<file path="src/rtl/pri_decoder8_hold.sv">
// Hold-window decoder for the pri_encoder8 code/gs interface: each accepted code
// lights one of eight lines for HOLD_CYCLES clocks. Define ACTIVE_LOW_OUT_EN for inverted y.
//
// state | meaning
// ------+-------------------------------------------------------------
// IDLE  | no line held; y released, ready whenever ei=1
// HOLD  | one line held; cnt counts down to 0, ready again only at cnt==0
module pri_decoder8_hold #(
    parameter int HOLD_CYCLES = 4
) (
    input  logic       clk,
    input  logic       rst,
    input  logic       ei,
    input  logic [2:0] code,
    input  logic       gs_in,
    output logic       in_ready,
    output logic [7:0] y,
    output logic [2:0] idx,
    output logic       busy,
    output logic       done
);

    localparam int CW = $clog2(HOLD_CYCLES) + 1;
    localparam logic [CW-1:0] RELOAD = CW'(HOLD_CYCLES - 1);

    typedef enum logic {
        IDLE,
        HOLD
    } state_t;

    state_t        state, state_nx;
    logic [7:0]    onehot, onehot_nx;
    logic [2:0]    idx_nx;
    logic [CW-1:0] cnt, cnt_nx;
    logic          done_nx;
    logic          last;
    logic          accept;

    assign last     = (state == HOLD) && (cnt == '0);
    assign in_ready = ei & ((state == IDLE) | last);
    assign accept   = ei & gs_in & in_ready;
    assign busy     = (state == HOLD);

    always_comb begin
        state_nx  = state;
        onehot_nx = onehot;
        idx_nx    = idx;
        cnt_nx    = cnt;
        done_nx   = 1'b0;
        case (state)
            IDLE: begin
                if (accept) begin
                    state_nx  = HOLD;
                    onehot_nx = 8'b1 << code;
                    idx_nx    = code;
                    cnt_nx    = RELOAD;
                end else begin
                    onehot_nx = 8'h00;
                end
            end
            HOLD: begin
                if (!ei) begin
                    // abort: release immediately, no completion pulse
                    state_nx  = IDLE;
                    onehot_nx = 8'h00;
                    cnt_nx    = '0;
                end else if (last) begin
                    done_nx = 1'b1;
                    if (accept) begin
                        onehot_nx = 8'b1 << code;
                        idx_nx    = code;
                        cnt_nx    = RELOAD;
                    end else begin
                        state_nx  = IDLE;
                        onehot_nx = 8'h00;
                    end
                end else begin
                    cnt_nx = cnt - CW'(1);
                end
            end
            default: begin
                state_nx  = IDLE;
                onehot_nx = 8'h00;
                cnt_nx    = '0;
            end
        endcase
    end

    always_ff @(posedge clk) begin
        if (rst) begin
            state  <= IDLE;
            onehot <= 8'h00;
            idx    <= 3'd0;
            cnt    <= '0;
            done   <= 1'b0;
        end else begin
            state  <= state_nx;
            onehot <= onehot_nx;
            idx    <= idx_nx;
            cnt    <= cnt_nx;
            done   <= done_nx;
        end
    end

`ifdef ACTIVE_LOW_OUT_EN
    assign y = ~onehot;
`else
    assign y = onehot;
`endif

endmodule
</file>
<file path="config.mk">
export PLATFORM = sky130hd
export DESIGN_NAME = pri_decoder8_hold
export DESIGN_NICKNAME = d
export VERILOG_FILES = /design/src/rtl/pri_decoder8_hold.sv
export SDC_FILE = /design/constraint.sdc
export NUM_CORES = 1
export LEC_CHECK = 0
export ABC_CLOCK_PERIOD_IN_PS = 1680
export CAP_MARGIN = 15
export CORE_ASPECT_RATIO = 1.1
export CORE_MARGIN = 3
export CORE_UTILIZATION = 30
export DETAILED_ROUTE_END_ITERATION = 10
export PLACE_DENSITY = 0.54
export RECOVER_POWER = 50
export SLEW_MARGIN = 20
export SYNTH_ARGS = -nofsm -noshare
export SYNTH_HDL_FRONTEND = slang
export SYNTH_SLANG_ARGS = --single-unit
export TNS_END_PERCENT = 10
</file>
<file path="constraint.sdc">
create_clock -name clk -period 1.68 [get_ports clk]
set_input_delay 0.252 -clock clk [delete_from_list [all_inputs] [get_ports clk]]
set_output_delay 0.252 -clock clk [all_outputs]
set_load 0.1 [all_outputs]
</file>
==> reports/qor.yml <==
status: "completed"
synth_seq_area_share_pct: 43.99
synth-simple-area-share_pct: 21.99
peakVddDrop_v: 0.0005583
synth_nets: 84
slew_headroom_pct: 63.84
endpoint_kind: "output port"
cp.depth: 6
ios: 21
hold_viol: 0
critPathMaxStageDelay_ns: 0.32
vias_per_cell: 5.031
routed_wl_mm: 1.635
hpwl_mm: 1.206
rsz0062_at_grt: "no"
cp-start-kind: "register"
drtIter0Drc: 3
synth_cell_type_count: 25
clock_skew_ns: 0.002154
antenna_found_initial: 0
place.gp.congestion: 0.7657
layout_commonest_cell: "dfxtp_1"
ys_warn_count: 0
syn_to_final_growth_pct: 35.05
dr.pass1.iters: 4
muxShareOfSynthArea_pct: 2.749
grt_pass1_wl_mm: 2.753
initial_core_util_pct: 32.01
cts.htree.levels: 1
min_period_ns: 1.614
hold_start: "idx[2]"
drive_gt1_share_pct: 33.33
fin_hold_ws_ns: 0.4698
place_area_um2: 1106
port_buffers: 20
final_cell_mix: "dfxtp_1 (14), clkbuf_2 (12), nand2_1 (7), a32o_1 (7), clkdlybuf4s50_1 (6)"
die_width_um: 52.98
slowest_stage: "dfxtp_1"
cts_buffers: 3
avgSynthCellArea_um2: 9.709
hold_class: "register to register"
path_buf_inv: 2
synth_xor_xnor_area_share_pct: 0
wire_per_inst_um: 12.67
p_leak_nw: 0.4113
coreArea_um2: 2275
grt-ovfl-total: 0
reg2reg_from: "cnt[1]"
cp_top_family: "flip-flops"
drc: 0
required_ns: 1.43
synth_top_family_by_area: "simple AND/OR/NAND/NOR gates"
hold_depth: 2
maxCapViolations: 0
antenna_cells: 0
crit_start: "cnt[1]"
track_usage_pct: 12.20
clk_pin_slew_ns: 0.09
via_count: 649
grt_start_max_net_pins: 16
drtAntennaViolNets: 0
fmax_mhz: 619.5
synth-seq-cells: 16
arrival_ns: 1.36
cts_tree: "built"
period_share_pct: 96.08
clkLatencyLatePin_ns: 0.28
finalNonFillerCells: 129
rows: 18
synth_compound_area_share_pct: 20.96
timing.setup.tns_ns: 0
cts.sinks: 16
synth_area_um2: 728.2
power_density_nw_per_um2: 864.7
crit_fanout: 2
slew_violations: 0
cts_root_buf: "clkbuf_4"
placedCellCount: 123
die-area_um2: 3055
worstSetupPathType: "register to output port"
setup_viol: 0
die_h_um: 57.68
crit_chain: "inv_1 -> ha_2 -> nand2b_4 -> and2_4 -> nor2_4 -> buf_12"
clk_path_buf_depth: 2
netlist_instances: 75
synth_fa_ha_area_share_pct: 3.436
tightestPinTransition_ns: 0.5447
grt_pass1_vias: 626
stdcell_area_um2: 983.4
r2r_cells: 7
fin_nets: 109
## cell families after synthesis
family | Yosys count
AND/OR/NAND/NOR | 28
AO/OA/AOI/OAI | 17
flip-flops | 16
buffers and inverters | 10
multiplexers | 2
adder cells (fa/ha/maj) | 2
## per-layer routing
metal  part of all wire (%)  up-vias  track usage (%)
met2                     50       13            18.97
met5                      0        -                0
li1                       -      323                -
met3                    3.6        2            2.828
met4                   0.86        0            6.569
met1                     45      311            15.48
## registers in the layout, summed over array words and instances, names as in the netlist
signal	cells
done	1
cnt	3
idx	3
busy	1
y	8
## layout make-up
type                       count  area [um^2]
inverter                       5        18.77
multi-input combinational     49        370.4
tap                           30        37.54
fill                         234         1291
sequential                    16        322.8
clock buffer                   4        36.28
timing repair buffer          25        197.7
## report_power, final
part / switching (mW) / leakage, nW / internal, mW
logic: 0.129 / 0.260 / 0.0679
clock network: 0.119 / 0.0210 / 0.132
registers: 0.0109 / 0.131 / 0.392
total: 0.259 / 0.411 / 0.591
## repair_timing
item,CTS,global route
gates cloned,0,0
gates resized for setup,3,1
pin swaps,0,1
buffers inserted,1,1
hold buffers,0,0
endpoints found under the setup margin,1,1
## Yosys cell counts
master     instances  area (um^2)
and2_1             1        6.260
inv_1              5        18.77
clkbuf_2           1        5.000
a21oi_1            5        25.02
nand4b_1           1        8.760
o2bb2ai_1          1        8.760
nor3b_1            3        22.52
a211o_1            1        8.760
a221o_1            1        10.01
dfxtp_1           16        320.3
and3_1             1        6.260
a211oi_4           1        20.02
nand2b_4           1        13.76
buf_2              3        15.01
nand3_1            5        25.02
nand4_1            2        12.51
a32o_1             7        70.07
mux2i_1            2        20.02
nor2_1             3        11.26
buf_6              1        11.26
o311a_1            1        10.01
ha_1               2        25.02
nor3_1             2        10.01
and2_4             2        17.52
nand2_1            7        26.28
## per-stage QoR
stage	util [%]	setup slack [ns]	total power, mW
floorplan	-	0.04082	0.5491
global placement	48.62	0.1668	0.6178
detailed placement	48.62	0.1308	0.6209
CTS	50.83	0.01044	0.8836
global route	43.23	0.0001518	0.8906
finish	43.23	0.06584	0.8504
## path summary, 6_finish.rpt
check / slack [ns] / end
max: 0.07 / in_ready
min: 0.47 / idx[2]
max reg2reg: 0.22 / cnt[1]
min reg2reg: 0.47 / idx[2]
## worst register-to-register path: stages (launching register included)
cell,delay (ns)
dfxtp_1,0.34
inv_1,0.06
ha_2,0.19
nand2b_4,0.06
buf_4,0.19
a21oi_1,0.09
buf_4,0.16
o311a_1,0.27
Power figures use the tool's default switching activity.
